==> config.mk <==
export PLATFORM = sky130hd
export DESIGN_NAME = etc_rom_arbiter_flat
export DESIGN_NICKNAME = d
export VERILOG_FILES = /design/src/rtl/etc_rom_arbiter_pkg.sv /design/src/rtl/etc_rom_arbiter_if.sv /design/src/rtl/etc_rom_arbiter.sv /design/src/flat_wrapper.sv
export SDC_FILE = /design/constraint.sdc
export NUM_CORES = 1
export LEC_CHECK = 0
export BUFFER_PORTS_ARGS = -buffer_cell sky130_fd_sc_hd__clkbuf_2
export CAP_MARGIN = 20
export CELL_PAD_IN_SITES_DETAIL_PLACEMENT = 1
export CELL_PAD_IN_SITES_GLOBAL_PLACEMENT = 2
export CORE_ASPECT_RATIO = 0.5
export CORE_MARGIN = 4
export CORE_UTILIZATION = 10
export DETAILED_ROUTE_END_ITERATION = 12
export HOLD_SLACK_MARGIN = 0.12
export PLACE_DENSITY = 0.95
export SLEW_MARGIN = 5
export SYNTH_ARGS = -nofsm -noshare
export SYNTH_HDL_FRONTEND = slang
export SYNTH_SLANG_ARGS = --single-unit
==> constraint.sdc <==
create_clock -name sclk -period 0.95 [get_ports sclk]
set_input_delay 0.1425 -clock sclk [delete_from_list [all_inputs] [get_ports sclk]]
set_output_delay 0.1425 -clock sclk [all_outputs]
set_load 0.05 [all_outputs]
==> src/rtl/etc_rom_arbiter_pkg.sv <==
// Shared ETC2 decoder definitions used by the ROM arbiter: default ROM geometry,
// arbiter FSM encoding and a saturating counter helper.
package etc_rom_arbiter_pkg;

    localparam int ETC_ADDR_W = 10;   // 1024 ETC2 blocks
    localparam int ETC_DATA_W = 64;   // one ETC2 block per ROM word

    localparam int GCNT_W = 16;

    typedef enum logic {
        ARB_IDLE   = 1'b0,
        ARB_ACTIVE = 1'b1
    } arb_state_e;

    // Requester index as stored in the last-granted pointer.
    typedef enum logic {
        REQ_0 = 1'b0,
        REQ_1 = 1'b1
    } req_id_e;

    function automatic logic [GCNT_W-1:0] sat_inc16(input logic [GCNT_W-1:0] cnt,
                                                    input logic            inc);
        logic [GCNT_W-1:0] res;
        res = cnt;
        if (inc && (cnt != {GCNT_W{1'b1}})) begin
            res = cnt + 1'b1;
        end
        return res;
    endfunction

endpackage

==> src/rtl/etc_rom_arbiter_if.sv <==
// Requester and ROM-side signal bundle of the ETC2 ROM arbiter.
interface etc_rom_arbiter_if #(
    parameter int ADDR_W = etc_rom_arbiter_pkg::ETC_ADDR_W,
    parameter int DATA_W = etc_rom_arbiter_pkg::ETC_DATA_W
);

    // Handshake: reqN is held (with addrN stable) until gntN is seen high in the
    // same cycle; a grant is the transfer. rvalidN then marks rdata for exactly
    // one cycle, one cycle after gntN. The ROM answers rom_en/rom_addr with
    // rom_dout one cycle later.
    logic              req0;
    logic              req1;
    logic [ADDR_W-1:0] addr0;
    logic [ADDR_W-1:0] addr1;
    logic              gnt0;
    logic              gnt1;
    logic              rvalid0;
    logic              rvalid1;
    logic [DATA_W-1:0] rdata;
    logic              rom_en;
    logic [ADDR_W-1:0] rom_addr;
    logic [DATA_W-1:0] rom_dout;

    modport slave (
        input  req0, req1, addr0, addr1, rom_dout,
        output gnt0, gnt1, rvalid0, rvalid1, rdata, rom_en, rom_addr
    );

    modport master (
        output req0, req1, addr0, addr1, rom_dout,
        input  gnt0, gnt1, rvalid0, rvalid1, rdata, rom_en, rom_addr
    );

endinterface

==> src/rtl/etc_rom_arbiter.sv <==
// Two-requester round-robin arbiter in front of a single-port, 1-cycle-latency ETC2 ROM.
// Optional grant statistics (gcnt0/gcnt1) are built when ETC_ROM_ARB_STATS_EN is defined.
module etc_rom_arbiter
    import etc_rom_arbiter_pkg::*;
#(
    parameter int ADDR_W = ETC_ADDR_W,
    parameter int DATA_W = ETC_DATA_W
) (
    input  logic                   sclk,
    input  logic                   rsrt,
    etc_rom_arbiter_if.slave       bus,
    output logic                   busy
`ifdef ETC_ROM_ARB_STATS_EN
   ,output logic [GCNT_W-1:0]      gcnt0,
    output logic [GCNT_W-1:0]      gcnt1
`endif
);

    arb_state_e        state_q, state_d;
    req_id_e           last_q, last_d;
    logic              rvalid0_q, rvalid0_d;
    logic              rvalid1_q, rvalid1_d;
    logic              gnt0_w, gnt1_w;
    logic [ADDR_W-1:0] rom_addr_w;
    logic [DATA_W-1:0] rdata_w;

    // A tie goes to whoever did not win last; reset blocks every grant.
    always_comb begin
        gnt0_w = 1'b0;
        gnt1_w = 1'b0;
        if (!rsrt) begin
            if (bus.req0 && (!bus.req1 || (last_q == REQ_1))) begin
                gnt0_w = 1'b1;
            end else if (bus.req1) begin
                gnt1_w = 1'b1;
            end
        end
    end

    always_comb begin
        rom_addr_w = '0;
        if (gnt0_w) begin
            rom_addr_w = bus.addr0;
        end else if (gnt1_w) begin
            rom_addr_w = bus.addr1;
        end
    end

    always_comb begin
        last_d    = last_q;
        rvalid0_d = gnt0_w;
        rvalid1_d = gnt1_w;
        if (gnt0_w) begin
            last_d = REQ_0;
        end else if (gnt1_w) begin
            last_d = REQ_1;
        end
    end

    always_comb begin
        state_d = state_q;
        case (state_q)
            ARB_IDLE:   state_d = (gnt0_w || gnt1_w) ? ARB_ACTIVE : ARB_IDLE;
            ARB_ACTIVE: state_d = (gnt0_w || gnt1_w) ? ARB_ACTIVE : ARB_IDLE;
            default:    state_d = ARB_IDLE;
        endcase
    end

    always_ff @(posedge sclk) begin
        if (rsrt) begin
            state_q   <= ARB_IDLE;
            last_q    <= REQ_1;
            rvalid0_q <= 1'b0;
            rvalid1_q <= 1'b0;
        end else begin
            state_q   <= state_d;
            last_q    <= last_d;
            rvalid0_q <= rvalid0_d;
            rvalid1_q <= rvalid1_d;
        end
    end

    // A read still in flight when reset arrives is dropped, so the registered
    // valids and busy are also masked in the reset cycle itself.
    assign rdata_w     = bus.rom_dout;
    assign bus.rdata   = rdata_w;
    assign bus.gnt0    = gnt0_w;
    assign bus.gnt1    = gnt1_w;
    assign bus.rom_en  = gnt0_w | gnt1_w;
    assign bus.rom_addr = rom_addr_w;
    assign bus.rvalid0 = rvalid0_q & ~rsrt;
    assign bus.rvalid1 = rvalid1_q & ~rsrt;
    assign busy        = (state_q == ARB_ACTIVE) & ~rsrt;

`ifdef ETC_ROM_ARB_STATS_EN
    logic [GCNT_W-1:0] gcnt0_q, gcnt0_d;
    logic [GCNT_W-1:0] gcnt1_q, gcnt1_d;

    always_comb begin
        gcnt0_d = sat_inc16(gcnt0_q, gnt0_w);
        gcnt1_d = sat_inc16(gcnt1_q, gnt1_w);
    end

    always_ff @(posedge sclk) begin
        if (rsrt) begin
            gcnt0_q <= '0;
            gcnt1_q <= '0;
        end else begin
            gcnt0_q <= gcnt0_d;
            gcnt1_q <= gcnt1_d;
        end
    end

    assign gcnt0 = gcnt0_q;
    assign gcnt1 = gcnt1_q;
`endif

endmodule

==> src/flat_wrapper.sv <==
// flat-port wrapper written by rule: the top's interface ports become plain ports
module etc_rom_arbiter_flat import etc_rom_arbiter_pkg::*;
#(
    parameter int ADDR_W = ETC_ADDR_W,
    parameter int DATA_W = ETC_DATA_W
)
  (sclk, rsrt, busy, bus_req0, bus_req1, bus_addr0, bus_addr1, bus_rom_dout, bus_gnt0, bus_gnt1, bus_rvalid0, bus_rvalid1, bus_rdata, bus_rom_en, bus_rom_addr);
  etc_rom_arbiter_if #(.ADDR_W(ADDR_W), .DATA_W(DATA_W)) bus_i ();
  input  logic sclk;
  input  logic rsrt;
  output logic busy;
  input wire logic [$bits(bus_i.req0)-1:0] bus_req0;
  input wire logic [$bits(bus_i.req1)-1:0] bus_req1;
  input wire logic [$bits(bus_i.addr0)-1:0] bus_addr0;
  input wire logic [$bits(bus_i.addr1)-1:0] bus_addr1;
  input wire logic [$bits(bus_i.rom_dout)-1:0] bus_rom_dout;
  output wire logic [$bits(bus_i.gnt0)-1:0] bus_gnt0;
  output wire logic [$bits(bus_i.gnt1)-1:0] bus_gnt1;
  output wire logic [$bits(bus_i.rvalid0)-1:0] bus_rvalid0;
  output wire logic [$bits(bus_i.rvalid1)-1:0] bus_rvalid1;
  output wire logic [$bits(bus_i.rdata)-1:0] bus_rdata;
  output wire logic [$bits(bus_i.rom_en)-1:0] bus_rom_en;
  output wire logic [$bits(bus_i.rom_addr)-1:0] bus_rom_addr;
  assign bus_i.req0 = bus_req0;
  assign bus_i.req1 = bus_req1;
  assign bus_i.addr0 = bus_addr0;
  assign bus_i.addr1 = bus_addr1;
  assign bus_i.rom_dout = bus_rom_dout;
  assign bus_gnt0 = bus_i.gnt0;
  assign bus_gnt1 = bus_i.gnt1;
  assign bus_rvalid0 = bus_i.rvalid0;
  assign bus_rvalid1 = bus_i.rvalid1;
  assign bus_rdata = bus_i.rdata;
  assign bus_rom_en = bus_i.rom_en;
  assign bus_rom_addr = bus_i.rom_addr;
  etc_rom_arbiter #(.ADDR_W(ADDR_W), .DATA_W(DATA_W)) u_core (.sclk(sclk), .rsrt(rsrt), .bus(bus_i), .busy(busy));
endmodule
==> results.yml, run 1 <==
timing:
  fin_crit_sh: 1.502
  fmax_mhz: 700.8
  clock_skew_ns: 0.0001852
  setup_violations: 16
  fin_ws_ns: -0.4769
  period_needed_ns: 1.427
  relSlewSlack: 0.8336
  finalHoldViolations: 0
  slew_viol_final: 0
  worstMarginPinSlew_ns: 0.2495
  rsz0062_at_grt: "true"
  whs_ns: 0.2820
clocking:
  clockBufferDepth: 2
  cts_root_buf: "clkbuf_16"
  clk_pin_slew_ns: 0.03
  cts_hold_buf: 0
  clk_latency_ns: 0.22
  cts_buffers: 3
  clock_sinks: 4
  cts_max_level: 1
  cts_tree: "built"
pwr:
  irDropWorstVdd_mv: 0.3639
  fin_total_pwr_uw: 1480
  p_per_area_nw_per_um2: 1185
  leakagePower_uw: 0.0004842
setup_path:
  path_max_fanout: 8
  arrival_ns: 1.28
  cp-start-kind: "flop"
  critPathKind: "flop to primary output"
  crit_required_ns: 0.81
  end_kind: "primary output"
placement:
  io_buffer_count: 39
  dp_hpwl_um: 1988
  place_congestion: 0.7946
  place_area_sq_um: 940.9
synthesis:
  synth.top_cell.area_share: 0.5908
  synth_cell_types: 11
  dominantRegCellSynth: "dfxtp_1"
  synth-seq-cells: 4
  yosysWarnings: 0
  post-synth-top-count-cell: "buf_4"
  postSynthCellCount: 109
  synthArstFlopShare: 0
  synth.avg_cell_area_sq_um: 7.461
  syn-cell-area_sq_um: 813.3
  synth.area.top_cells: "buf_4, a32oi_1, dfxtp_1"
  syn_nets: 197
  synth_edf_count: 0
  synth_common_cells: "buf_4, nor2_1, a32oi_1, nor2b_1, dfxtp_1"
  yosysTopAreaCell: "buf_4"
  yosysSeqAreaShare: 0.09846
detailed_routing:
  drc: 0
  wl_per_cell_um: 13.52
  num_vias: 589
  viasPerCell: 2.916
  firstDrtPassIters: 2
  drtIter0Drc: 8
  drt_wl_total_um: 2732
  ant_nets: 0
floorplan:
  start_util: 0.1070
  die_h_um: 71.77
  dieWidth_um: 135.5
  dieArea_sq_um: 9727
  core_sq_um: 7597
  ios: 168
  placementRows: 22
outcome:
  violations: "setup timing"
  run_status: "finished, violations left"
layout:
  finish.utilization: 0.1644
  num_antenna_cells: 0
  design_area_sq_um: 1249
  nets: 184
  area_delta_synth_final_pct: 53.54
  drive_gt1_frac: 0.9362
global_routing:
  grt_remaining_overflow: 0
  grt.total_usage: 0.05415
  grt_pass1_wl_um: 4015
  grt_pass1_vias: 719
  grt_max_degree: 12
  antenna_found_initial: 0
hold_path:
  min_path_type: "input port to flop"
flow_run:
  maxCapViolCount: 0
[metal layers]
layer  global-route usage  up-vias  share of wire
met5                    0        -              0
met4              0.05251        0          0.050
met3              0.02595       28           0.11
met2               0.1112       27           0.61
met1              0.03300      270           0.23
li1                     -      264              -
[final timing paths]
path,from,to,slack [ns],cells past startpoint
min reg2reg,u_core.last_q$_SDFFE_PP1P_,u_core.last_q$_SDFFE_PP1P_,0.69,3
max reg2reg,u_core.last_q$_SDFFE_PP1P_,u_core.rvalid0_q$_SDFF_PP0_,-0.02,5
max,u_core.last_q$_SDFFE_PP1P_,bus_rom_addr[1],-0.48,5
min,bus_req1,u_core.last_q$_SDFFE_PP1P_,0.28,3
[repair_timing]
action,in CTS,in global routing
gates resized for setup,38,13
setup endpoints to repair,17,17
pin swaps,9,3
setup buffers,2,0
endpoints found under the hold margin,0,0
gates cloned,1,0
[through the flow]
| step | setup WS, ns | instances | setup TNS [ns] |
|---|---|---|---|
| 5_1_grt | -0.5181 | 202 | -5.956 |
| 6_report | -0.4769 | 202 | -5.340 |
| 2_1_floorplan | -0.1942 | 109 | -2.085 |
| 4_1_cts | -0.4454 | 202 | -5.089 |
| 3_3_place_gp | -0.2983 | 196 | -3.139 |
| 3_5_place_dp | -0.3033 | 196 | -3.239 |
[cells by family (layout without fill, tap and decap cells)]
family	after synthesis	count (layout)	share of synthesized area
AND/OR/NAND/NOR	24	25	0.1323
flip-flops	4	4	0.09847
AO/OA/AOI/OAI	12	12	0.1277
buffers and inverters	69	53	0.6415
[state kept, by name (all words and copies together) (netlist names)]
register          flops
u_core.state_q        1
u_core.rvalid0_q      1
u_core.rvalid1_q      1
u_core.last_q         1
[cell type report]
| type | count | area, sq um |
|---|---|---|
| Clock buffer | 3 | 75.07 |
| Fill cell | 889 | 6349 |
| Multi-Input combinational cell | 37 | 452.9 |
| Sequential cell | 4 | 86.33 |
| Tap cell | 108 | 135.1 |
| Timing Repair Buffer | 50 | 499.2 |
[worst max-delay path, stage by stage, from the launching register on]
cell and delay [ns]:
dfxtp_4 0.35, a21boi_4 0.17, buf_6 0.17, a32oi_2 0.08
nor2_4 0.13, buf_8 0.15
[report_power, final]
group          leakage (uW)  internal, uW  switching [uW]
Sequential        0.0000338           181            8.03
Clock             0.0000370           538             119
Combinational      0.000413           291             344
[cells in the final DEF, fill, tap and decap left out, drive strengths merged]
| cell type | n |
|---|---|
| buf | 26 |
| nand2 | 2 |
| a32oi | 10 |
| nor2b | 5 |
| nor2 | 15 |
| a21boi | 1 |
| clkbuf | 27 |
| nand2b | 3 |
| o21ai | 1 |
| dfxtp | 4 |
(Power assumes the default switching activity.)
==> inputs of run 2 (changes only) <==
==> constraint.sdc (replaced) <==
create_clock -name sclk -period 1.8 [get_ports sclk]
set_input_delay 0.27 -clock sclk [delete_from_list [all_inputs] [get_ports sclk]]
set_output_delay 0.27 -clock sclk [all_outputs]
set_load 0.01 [all_outputs]
==> results.yml, run 2 (synthesis results as in run 1) <==
setup_path:
  cp-start-kind: "flop"
  reg2reg_from: "u_core.last_q$_SDFFE_PP1P_"
  rrSetupSlack_ns: 0.71
  arrival_ns: 1.43
  r2r-end: "u_core.rvalid1_q$_SDFF_PP0_"
  crit_required_ns: 1.53
  end_kind: "primary output"
  path_max_fanout: 12
  critPathKind: "flop to primary output"
  crit_end: "bus_rom_addr[7]"
  reg2reg_depth: 2
  critPathLaunch: "u_core.last_q$_SDFFE_PP1P_"
detailed_routing:
  num_vias: 553
  ant_nets: 0
  viasPerCell: 2.895
  drtIter0Drc: 9
  drt_wl_total_um: 1879
  wl_per_cell_um: 9.838
  firstDrtPassIters: 4
  drc: 0
clocking:
  clk_latency_ns: 0.22
  clockBufferDepth: 2
  cts_buffers: 3
  clock_sinks: 4
  clk_pin_slew_ns: 0.03
  postCtsSetupBuffers: 0
  cts_hold_buf: 0
  cts_max_level: 1
  cts_tree: "built"
  cts_root_buf: "clkbuf_16"
pwr:
  power_frac_seq: 0.176
  switchingPower_uw: 121.8
  p_per_area_nw_per_um2: 780.6
  pwr-share-comb: 0.204
  irDropWorstVdd_mv: 0.1025
  clkPwrFrac: 0.619
  leakagePower_uw: 0.0003116
  intPower_uw: 430.0
  switching_share: 0.2207
global_routing:
  grt.total_usage: 0.03654
  grt_max_degree: 21
  grt_pass1_wl_um: 2794
  antenna_found_initial: 0
  grt_remaining_overflow: 0
  grt_pass1_vias: 565
timing:
  worstMarginPinSlew_ns: 0.5970
  period_needed_ns: 1.699
  fin_crit_sh: 0.9439
  fmax_mhz: 588.6
  setup_violations: 0
  slew_viol_final: 0
  relSlewSlack: 0.5997
  clock_skew_ns: 0.001340
  finalHoldViolations: 0
floorplan:
  start_util: 0.1070
  dieArea_sq_um: 9727
  core_sq_um: 7597
  dieWidth_um: 135.5
  ios: 168
  die_h_um: 71.77
  placementRows: 22
flow_run:
  maxCapViolCount: 0
placement:
  dp.cells: 188
  io_buffer_count: 39
  place_congestion: 0.6230
  dp_hpwl_um: 1463
layout:
  nets: 173
  finish.utilization: 0.09305
  mostFrequentLayoutCell: "clkbuf_2"
  area_delta_synth_final_pct: -13.08
  num_antenna_cells: 0
  layout_common_cells: "clkbuf_2, nor2_1, a32oi_1"
  layout.cells.non_filler: 191
  drive_gt1_frac: 0.5422
outcome:
  run_status: "finished, final reports clean"
hold_path:
  min_path_type: "input port to flop"
-- run 2: layout make-up --
cell class / count / area, sq um
tap: 108 / 135.1
timing repair buffer: 40 / 202.7
multi-input combinational: 36 / 214.0
sequential: 4 / 80.08
clock buffer: 3 / 75.07
fill: 941 / 6890
-- run 2: how the worst min path moves through the flow --
stage | start | to | cells after the start | slack, ns
2_1_floorplan | bus_req1 | u_core.state_q$_SDFF_PP0_ | 2 | 0.40
3_3_place_gp | u_core.last_q$_SDFFE_PP1P_ | u_core.last_q$_SDFFE_PP1P_ | 3 | 0.54
3_5_place_dp | bus_rom_dout[17] | bus_rdata[17] | 0 | 0.54
4_1_cts | bus_req1 | u_core.last_q$_SDFFE_PP1P_ | 3 | 0.33
5_1_grt | bus_req1 | u_core.state_q$_SDFF_PP0_ | 3 | 0.39
6_report | bus_req1 | u_core.last_q$_SDFFE_PP1P_ | 3 | 0.34
-- run 2: metrics by stage --
step                hold slack, ns   TNS [ns]  cell area (sq um)  power (uW)  setup slack, ns
floorplan                   0.4012          0              813.3       307.3           0.6603
global route                0.3857  -0.001379              706.9       582.9        -0.001379
finish                      0.3404          0              706.9       551.8           0.1009
global placement            0.5397          0              629.4       210.7           0.3050
detailed placement          0.5401          0              629.4       212.6           0.2835
CTS                         0.3262          0              704.4       560.4          0.07164
-- run 2: metal layers --
| layer | vias up | global-route usage | routed length, um |
|---|---|---|---|
| met4 | 0 | 0.02570 | 39 |
| li1 | 238 | - | - |
| met1 | 274 | 0.03629 | 675 |
| met3 | 4 | 0.02244 | 208 |
| met2 | 37 | 0.05727 | 955 |
| met5 | - | 0 | 0 |
-- run 2: worst max-delay path: stages (launching register included) --
cell and delay, ns:
dfxtp_1 0.33, a21boi_2 0.51, a32oi_1 0.10, nor2_1 0.12, clkbuf_2 0.15
-- run 2: power by group through the flow --
| stage | Sequential, uW | Combinational, uW | Clock [uW] |
|---|---|---|---|
| 2_1_floorplan | 97.8 | 209 | 0 |
| 5_1_grt | 98.2 | 126 | 358 |
| 4_1_cts | 97.3 | 114 | 349 |
| 3_3_place_gp | 98.3 | 112 | 0 |
| 3_5_place_dp | 98.5 | 114 | 0 |
| 6_report | 97.4 | 113 | 342 |
-- run 2: timing repair --
action	4_1_cts	5_1_grt
endpoints found under the setup margin	0	9
hold endpoints to repair	0	0
gates resized for setup	0	1
